**src/rtl/adc_sdram_recorder.sv**
```systemverilog
// Stereo ADC recorder: pairs left/right 16-bit samples into 32-bit words,
// buffers them in a small FIFO and writes them to consecutive SDRAM addresses.
module adc_sdram_recorder #(
    parameter int ADDR_W     = 25,
    parameter int FIFO_DEPTH = 8
) (
    input  logic              i_clk,
    input  logic              i_rst_n,
    input  logic              i_start,
    input  logic              i_stop,
    input  logic [ADDR_W-1:0] i_base_addr,
    input  logic [ADDR_W-1:0] i_max_words,
    output logic              o_adc_left_ready,
    input  logic              i_adc_left_valid,
    input  logic [15:0]       i_adc_left_data,
    output logic              o_adc_right_ready,
    input  logic              i_adc_right_valid,
    input  logic [15:0]       i_adc_right_data,
    output logic [ADDR_W-1:0] o_sdram_address,
    output logic [3:0]        o_sdram_byteenable_n,
    output logic              o_sdram_chipselect,
    output logic [31:0]       o_sdram_writedata,
    output logic              o_sdram_write_n,
    output logic              o_sdram_read_n,
    input  logic              i_sdram_waitrequest,
    output logic              o_busy,
    output logic              o_done,
    output logic [ADDR_W-1:0] o_words_written,
    output logic              o_overflow
);
    localparam int PTR_W = $clog2(FIFO_DEPTH);
    localparam logic [PTR_W:0]    FILL_FULL = (PTR_W+1)'(FIFO_DEPTH);
    localparam logic [PTR_W:0]    FILL_ZERO = {(PTR_W+1){1'b0}};
    localparam logic [ADDR_W-1:0] ADDR_ZERO = {ADDR_W{1'b0}};
    localparam logic [ADDR_W-1:0] ADDR_ONE  = {{(ADDR_W-1){1'b0}}, 1'b1};

    typedef enum logic [1:0] {
        ST_IDLE    = 2'd0,
        ST_CAPTURE = 2'd1,
        ST_DRAIN   = 2'd2,
        ST_DONE    = 2'd3
    } state_t;

    state_t             state_r, state_s;
    logic [ADDR_W-1:0]  max_r, count_r, addr_r, count_next_s;
    logic               overflow_r;
    logic               left_full_r, right_full_r;
    logic [15:0]        left_data_r, right_data_r;
    logic [31:0]        mem_r [FIFO_DEPTH];
    logic [PTR_W-1:0]   wr_ptr_r, rd_ptr_r;
    logic [PTR_W:0]     fill_r, fill_after_pop_s, fill_next_s;
    logic               capture_s, active_s, start_s, left_beat_s, right_beat_s;
    logic               pair_s, push_s, drop_s, wr_req_s, pop_s;
    logic [31:0]        pair_data_s;

    // Pairing, FIFO occupancy and writer handshake decode
    always_comb begin
        capture_s        = (state_r == ST_CAPTURE);
        active_s         = capture_s || (state_r == ST_DRAIN);
        start_s          = (state_r == ST_IDLE) && i_start;
        left_beat_s      = capture_s && i_adc_left_valid;
        right_beat_s     = capture_s && i_adc_right_valid;
        pair_s           = capture_s && (left_full_r || left_beat_s) && (right_full_r || right_beat_s);
        pair_data_s      = {left_beat_s ? i_adc_left_data : left_data_r,
                            right_beat_s ? i_adc_right_data : right_data_r};
        wr_req_s         = active_s && (fill_r != FILL_ZERO) && (count_r < max_r);
        pop_s            = wr_req_s && !i_sdram_waitrequest;
        fill_after_pop_s = fill_r - {{PTR_W{1'b0}}, pop_s};
        drop_s           = pair_s && (fill_after_pop_s == FILL_FULL);
        push_s           = pair_s && !drop_s;
        fill_next_s      = fill_after_pop_s + {{PTR_W{1'b0}}, push_s};
        count_next_s     = count_r + {{(ADDR_W-1){1'b0}}, pop_s};
    end

    // Next-state logic; reaching the word limit wins over a same-cycle stop
    always_comb begin
        state_s = state_r;
        case (state_r)
            ST_IDLE: begin
                if (i_start) begin
                    state_s = (i_max_words == ADDR_ZERO) ? ST_DONE : ST_CAPTURE;
                end else begin
                    state_s = ST_IDLE;
                end
            end
            ST_CAPTURE: begin
                if (count_next_s == max_r) begin
                    state_s = ST_DONE;
                end else if (i_stop) begin
                    state_s = (fill_next_s == FILL_ZERO) ? ST_DONE : ST_DRAIN;
                end else begin
                    state_s = ST_CAPTURE;
                end
            end
            ST_DRAIN: begin
                if ((count_next_s == max_r) || (fill_next_s == FILL_ZERO)) begin
                    state_s = ST_DONE;
                end else begin
                    state_s = ST_DRAIN;
                end
            end
            ST_DONE: state_s = ST_IDLE;
            default: state_s = ST_IDLE;
        endcase
    end

    // State register
    always_ff @(posedge i_clk or negedge i_rst_n) begin
        if (!i_rst_n) state_r <= ST_IDLE;
        else          state_r <= state_s;
    end

    // Recording parameters, word count, write address and overflow flag
    always_ff @(posedge i_clk or negedge i_rst_n) begin
        if (!i_rst_n) begin
            max_r      <= ADDR_ZERO;
            count_r    <= ADDR_ZERO;
            addr_r     <= ADDR_ZERO;
            overflow_r <= 1'b0;
        end else if (start_s) begin
            max_r      <= i_max_words;
            count_r    <= ADDR_ZERO;
            addr_r     <= i_base_addr;
            overflow_r <= 1'b0;
        end else begin
            count_r    <= count_next_s;
            addr_r     <= pop_s ? (addr_r + ADDR_ONE) : addr_r;
            overflow_r <= overflow_r | drop_s;
        end
    end

    // Left/right half-pair latches; anything partial is dropped outside capture
    always_ff @(posedge i_clk or negedge i_rst_n) begin
        if (!i_rst_n) begin
            left_full_r  <= 1'b0;
            right_full_r <= 1'b0;
            left_data_r  <= 16'h0000;
            right_data_r <= 16'h0000;
        end else if (!capture_s || pair_s) begin
            left_full_r  <= 1'b0;
            right_full_r <= 1'b0;
        end else begin
            if (left_beat_s) begin
                left_full_r <= 1'b1;
                left_data_r <= i_adc_left_data;
            end
            if (right_beat_s) begin
                right_full_r <= 1'b1;
                right_data_r <= i_adc_right_data;
            end
        end
    end

    // FIFO pointers and fill level; DONE flushes whatever is left
    always_ff @(posedge i_clk or negedge i_rst_n) begin
        if (!i_rst_n) begin
            wr_ptr_r <= {PTR_W{1'b0}};
            rd_ptr_r <= {PTR_W{1'b0}};
            fill_r   <= FILL_ZERO;
        end else if (state_r == ST_DONE) begin
            wr_ptr_r <= {PTR_W{1'b0}};
            rd_ptr_r <= {PTR_W{1'b0}};
            fill_r   <= FILL_ZERO;
        end else begin
            wr_ptr_r <= wr_ptr_r + {{(PTR_W-1){1'b0}}, push_s};
            rd_ptr_r <= rd_ptr_r + {{(PTR_W-1){1'b0}}, pop_s};
            fill_r   <= fill_next_s;
        end
    end

    // FIFO storage
    always_ff @(posedge i_clk) begin
        if (push_s) mem_r[wr_ptr_r] <= pair_data_s;
    end

    assign o_adc_left_ready     = capture_s;
    assign o_adc_right_ready    = capture_s;
    assign o_sdram_address      = addr_r;
    assign o_sdram_byteenable_n = 4'b0000;
    assign o_sdram_chipselect   = wr_req_s;
    assign o_sdram_writedata    = wr_req_s ? mem_r[rd_ptr_r] : 32'h0000_0000;
    assign o_sdram_write_n      = ~wr_req_s;
    assign o_sdram_read_n       = 1'b1;
    assign o_busy               = active_s;
    assign o_done               = (state_r == ST_DONE);
    assign o_words_written      = count_r;
    assign o_overflow           = overflow_r;
endmodule

```
**config.mk**
```make
export PLATFORM = sky130hd
export DESIGN_NAME = adc_sdram_recorder
export DESIGN_NICKNAME = d
export VERILOG_FILES = /design/src/rtl/adc_sdram_recorder.sv
export SDC_FILE = /design/constraint.sdc
export NUM_CORES = 1
export LEC_CHECK = 0
export ABC_AREA = 1
export CAP_MARGIN = 20
export CORE_MARGIN = 2
export CORE_UTILIZATION = 58
export CTS_BUF_LIST = sky130_fd_sc_hd__clkbuf_4
export CTS_CLUSTER_DIAMETER = 50
export DETAILED_ROUTE_END_ITERATION = 12
export GPL_ROUTABILITY_DRIVEN = 0
export PLACE_DENSITY = 0.91
export SLEW_MARGIN = 20
export SYNTH_ARGS = -nofsm -noshare
export SYNTH_HDL_FRONTEND = slang
export SYNTH_SLANG_ARGS = --single-unit
```
**constraint.sdc**
```tcl
create_clock -name i_clk -period 5.95 [get_ports i_clk]
set_input_delay 0.595 -clock i_clk [delete_from_list [all_inputs] [get_ports i_clk]]
set_output_delay 0.595 -clock i_clk [all_outputs]
set_load 0.1 [all_outputs]
```
# Word level (Yosys, flattened, before mapping)
# Memories as Yosys holds them, arrays and structs flattened.
# Cells that the tools add are included.
totals:
  reg_bits: 122
  ramBits: 256
  output_inout_bits: 94
  mem_count: 1
op_classes:
  add_sub_neg: 6
  n_lt_le_gt_ge: 1
  n_eq_ne: 5
  n_mux: 23
  n_bitwise: 2
  reduce_logical: 25
memory_table:
  columns: ["memory", "words", "width", "read_ports", "rd_clocked_by_memory_dff", "write_ports", "line_no", "rtl"]
  rows:
  - ["mem_r", 8, 32, 1, 0, 1, "49", "logic [31:0] mem_r [FIFO_DEPTH];"]
ops:
  columns: ["op", "n"]
  rows:
  - ["25-bit 2-to-1 mux", 3]
  - ["16-bit 2-to-1 mux", 2]
  - ["32-bit 2-to-1 mux", 1]
  - ["25-bit by 1-bit adder with 25-bit output", 1]
  - ["25-bit by 1-bit adder with 25-bit output (second input constant)", 1]
  - ["25-bit equality test", 1]
  - ["25-bit logical NOT", 1]
  - ["25-bit less-than comparator", 1]
  - ["1-bit logical AND", 10]
  - ["1-bit 2-to-1 mux", 9]
  - ["2-bit 2-to-1 mux", 4]
  - ["2-bit case mux with 4 select lines", 1]
  - ["3-bit by 1-bit adder with 3-bit output", 2]
  - ["3-bit 2-to-1 mux", 2]
  - ["2-bit nonzero test", 3]
  - ["1-bit logical OR", 5]
  - ["4-bit by 1-bit adder with 4-bit output", 1]
  - ["2-bit equality test (second input constant)", 2]
  - ["4-bit equality test (second input constant)", 1]
  - ["4-bit logical NOT", 1]
  - ["4-bit 2-to-1 mux", 1]
  - ["4-bit nonzero test", 1]
  - ["4-bit by 1-bit subtractor with 4-bit output", 1]
  - ["1-bit logical NOT", 3]
  - ["4 further kinds", 4]

# Longest topological paths before layout
# Gate-level depths: netlist of the first run.
logic_depth:
  depth_word: 16
  mapped_depth: 31
  ltp_nobuf: 29

# Worst setup path before layout of the first run
# Ideal clock, no wire load.
synth_path:
  path_kind: "reg-to-reg"
  from: "register count_r[14], in the netlist o_words_written[14]"
  to: "memory mem_r[0][0], enable pin"
  setup_time_ns: 0.421
  arrival_ns: 5.204
  required_time_ns: 5.529
  setup_slack_ns: 0.325
  path_stages_with_launch: 19
  n_path_buf: 1
  synth_period_minus_slack_ns: 5.625
  path_cell_list: "dfrtp_1 -> ha_1 -> a21oi_1 -> nor2_1 -> a211oi_1 -> nand2_1 -> a21oi_1 -> nand3_2 -> inv_2 -> nand2_2 -> buf_2 -> inv_1 -> ha_1 -> ha_1 -> xnor2_1 -> nand4_1 -> nand2_1 -> or2_2 -> nor2_1"
synth_via:
  elab_chain_cells: 10
synth_lines:
  columns: ["element", "line_no", "rtl"]
  rows:
  - ["from (decl)", "45", "logic [ADDR_W-1:0] max_r, count_r, addr_r, count_next_s;"]
  - ["from (signal assigned)", "126", "count_r <= count_next_s;"]
  - ["25-bit less-than comparator", "66", "wr_req_s = active_s && (fill_r != FILL_ZERO) && (count_r < max_r);"]
  - ["1-bit logical AND", "66", null]
  - ["named net o_sdram_chipselect", "21", "output logic o_sdram_chipselect,"]
  - ["1-bit logical AND", "67", "pop_s = wr_req_s && !i_sdram_waitrequest;"]
  - ["4-bit by 1-bit subtractor with 4-bit output", "68", "fill_after_pop_s = fill_r - {{PTR_W{1'b0}}, pop_s};"]
  - ["4-bit equality test", "69", "drop_s = pair_s && (fill_after_pop_s == FILL_FULL);"]
  - ["1-bit logical AND", "69", null]
  - ["1-bit logical NOT", "70", "push_s = pair_s && !drop_s;"]
  - ["1-bit logical AND", "70", null]
  - ["1-bit 2-to-1 mux", "173", "if (push_s) mem_r[wr_ptr_r] <= pair_data_s;"]
  - ["1-bit 2-to-1 mux (not written as such)", "173", null]
  - ["to (decl)", "49", null]
# The timed path passes the listed nets, and every way through them passes these cells.

# Final worst setup path of the first run
layout_path:
  from: "register rd_ptr_r[0]"
  to: "output o_sdram_writedata[29]"
layout_via:
  elab_chain_cells: 2
layout_lines:
  columns: ["element", "line_no", "rtl"]
  rows:
  - ["from (decl)", "50", "logic [PTR_W-1:0] wr_ptr_r, rd_ptr_r;"]
  - ["from (signal assigned)", "158", "rd_ptr_r <= {PTR_W{1'b0}};"]
  - ["from (signal assigned)", "162", "rd_ptr_r <= {PTR_W{1'b0}};"]
  - ["from (signal assigned)", "166", "rd_ptr_r <= rd_ptr_r + {{(PTR_W-1){1'b0}}, pop_s};"]
  - ["memory read 8 x 32 bit", null, null]
  - ["32-bit 2-to-1 mux", "181", "assign o_sdram_writedata = wr_req_s ? mem_r[rd_ptr_r] : 32'h0000_0000;"]
  - ["to (decl)", "22", "output logic [31:0] o_sdram_writedata,"]
# No other way between the ends.

==> flow_metrics.env, run 1 <==
export IMPL_status="completed"
export IMPL_yosysUniqueCellTypes=38
export IMPL_io_pins=183
export IMPL_worstMarginPinSlew_ns=1.130
export IMPL_ys_warn_count=0
export IMPL_grt_antenna_before_repair=1
export IMPL_synth_top_area_cell="edfxtp_1"
export IMPL_worstPathMaxFanout=72
export IMPL_ant_nets=0
export IMPL_final_cells=2560
export IMPL_htree_levels=3
export IMPL_numCtsBuffers=95
export IMPL_finalHoldViolations=0
export IMPL_post_cts_resized=0
export IMPL_fin_worst_skew_ns=0.07849
export IMPL_port_buffers=177
export IMPL_synth_cells=1879
export IMPL_nets=2210
export IMPL_timing_fmax_mhz=181.4
export IMPL_drive_above_1_share=0.09755
export IMPL_die_h_um=179.3
export IMPL_maxSlewViolCount=0
export IMPL_start_util=0.5855
export IMPL_slew_headroom=0.2450
export IMPL_clockBufferDepth=3
export IMPL_synth_commonest_cells="nand2_1, nor2_1, o21ai_0"
export IMPL_synth_area_per_cell_um2=9.482
export IMPL_cellLeakagePower_nw=8.564
export IMPL_wl_per_cell_um=18.35
export IMPL_ys_flop_type="edfxtp_1"
export IMPL_synth_top_cell_area_share=0.4315
export IMPL_grt_setup_unrepaired="no"
export IMPL_vdd_ir_drop_max_v=0.0005175
export IMPL_area_growth_synth_to_final_pct=19.34
export IMPL_cp_arrival_ns=4.92
export IMPL_fin_util=0.6987
export IMPL_timing_setup_tns_ns=0
export IMPL_setup_viol=0
export IMPL_cts_tree="done"
export IMPL_syn_area_mm2=0.01782
export IMPL_grt_max_degree=77
export IMPL_dpl_hpwl_um=28490
export IMPL_required_ns=5.36
export IMPL_grt_pass1_wl_um=73410
export IMPL_power_density_mw_per_mm2=514.3
export IMPL_via_count=14910
export IMPL_rows=64
export IMPL_clock_latency_ns=0.78
export IMPL_synth_edf_count=256
export IMPL_dieWidth_um=179.3
export IMPL_async_flop_share=0.3228
export IMPL_clock_root_buffer="clkbuf_4"
export IMPL_grt_pass1_vias=14780
export IMPL_cts_clk_slew_worst_paths_ns=0.07
export IMPL_drt_first_pass_iters=6
export IMPL_drt_total_wl_um=46980
export IMPL_synth_seq_area_share=0.6029
export IMPL_grt_use_total=0.2918
export IMPL_cap_violations=0
export IMPL_cts_sinks=378
export IMPL_min_period_ns=5.512
export IMPL_placed_area_mm2=0.01987
export IMPL_drtIter0Drc=1735
export IMPL_synth_area_leaders="edfxtp_1, dfrtp_1, o21ai_0"
export IMPL_drc=0
export IMPL_yosysMostFrequentCell="nand2_1"
export IMPL_path_class="register to primary output"
export IMPL_end_kind="primary output"
export IMPL_grt_overflow=0
export IMPL_hold_slack_ns=0.4184
export IMPL_dieArea_mm2=0.03213
export IMPL_dp_cells=2374
export IMPL_core_area_mm2=0.03043
export IMPL_vias_per_cell=5.823
export IMPL_fin_area_mm2=0.02126
export IMPL_start_kind="register"
export IMPL_synth_seq_cells=378
export IMPL_min_path_type="input pin to register"
export IMPL_finalCritPeriodShare=0.9263
[registers in the layout, summed over array words and instances, names as in the netlist]
register,count
wr_ptr_r,3
o_words_written,25
right_full_r,1
rd_ptr_r,3
max_r,25
o_sdram_address,25
right_data_r,16
fill_r,4
o_overflow,1
state_r,2
left_full_r,1
left_data_r,16
mem_r,256
[what timing repair did]
item,CTS,global route
setup endpoints to repair,0,0
hold endpoints to repair,50,0
setup buffers,0,0
hold buffers,1,0
[worst paths after layout]
path	startpoint	end	slack, ns	depth (start not counted)
setup / recovery	rd_ptr_r[0]	o_sdram_writedata[29]	0.44	7
hold / removal	i_max_words[11]	max_r[11]	0.42	3
setup reg to reg	o_words_written[8]	mem_r[3][25]	1.13	18
hold reg to reg	max_r[14]	max_r[14]	0.53	2
max in group asynchronous	i_rst_n	rd_ptr_r[2]	3.92	3
min in group asynchronous	i_rst_n	o_words_written[14]	0.48	2
[logic make-up (layout without fill, tap and decap cells)]
group                    Yosys count  count (layout)  synth area share
other                              2               6         0.0004215
buffers and inverters            245             526           0.05401
AND/OR/NAND/NOR                  824             824            0.1918
AO/OA/AOI/OAI                    367             367            0.1115
flip-flops                       378             378            0.6029
XOR/XNOR                          23              23           0.01131
adder cells (fa/ha/maj)           40              40           0.02809
[critical path, stage by stage, from the launching register on]
cell	delay, ns
dfrtp_2	0.92
clkinv_2	0.90
buf_12	0.48
nor2_1	0.17
o21ai_0	0.14
o21ai_0	0.44
nor2_1	0.10
clkdlybuf4s50_1	0.98
[per-layer routing]
layer  part of all wire  vias to the layer above  GRT usage
li1                   -                     6827          -
met1               0.38                     7003     0.3651
met2               0.49                      939     0.4831
met3               0.10                      137    0.06828
met4              0.033                        0     0.1337
met5                  0                        -          0
[power by group]
| group | internal (mW) | switching (mW) |
|---|---|---|
| clock | 1.13 | 1.12 |
| sequential | 3.40 | 0.342 |
| combinational | 1.17 | 3.77 |
| total | 5.71 | 5.23 |
[final cells by class]
class,instances,area (µm²)
sequential,378,10740
fill,2050,9168
multi-input combinational,1259,6195
timing repair buffer,194,1997
clock buffer,138,1036
inverter,153,575.6
tap,396,495.5
clock inverter,41,217.7
antenna,1,2.502
[metrics by stage]
step	worst slack [ns]	power (mW)
after floorplan	0.3250	7.310
after global placement	1.426	8.421
after detailed placement	1.219	8.601
after CTS	0.5614	10.87
after global routing	0.2145	11.50
final	0.4383	10.93
[cell usage in the layout, fill, tap and decap left out, drive strengths merged, types with 2 or more instances in the layout]
cell / instances
o211ai: 2
nor2: 331
a21oi: 56
inv: 155
nand2: 351
clkdlybuf4s50: 176
clkbuf: 138
nor4: 7
conb: 5
buf: 17
nand4: 21
clkinvlp: 3
and2: 2
o221ai: 32
nor3: 10
ha: 40
nand3: 100
clkinv: 35
xnor2: 11
o21bai: 5
dfrtp: 122
o21ai: 268
xor2: 12
edfxtp: 256
No activity file was read; power rests on OpenSTA's default activity.
==> inputs of run 2 (changes only) <==
--- a/config.mk
+++ b/config.mk
@@ -14,6 +14,7 @@
 export DETAILED_ROUTE_END_ITERATION = 12
 export GPL_ROUTABILITY_DRIVEN = 0
 export PLACE_DENSITY = 0.91
+export SETUP_SLACK_MARGIN = 0.05
 export SLEW_MARGIN = 20
 export SYNTH_ARGS = -nofsm -noshare
 export SYNTH_HDL_FRONTEND = slang
==> results of run 2 <==
No change in the layout: final DEF, timing and power equal those of run 1.
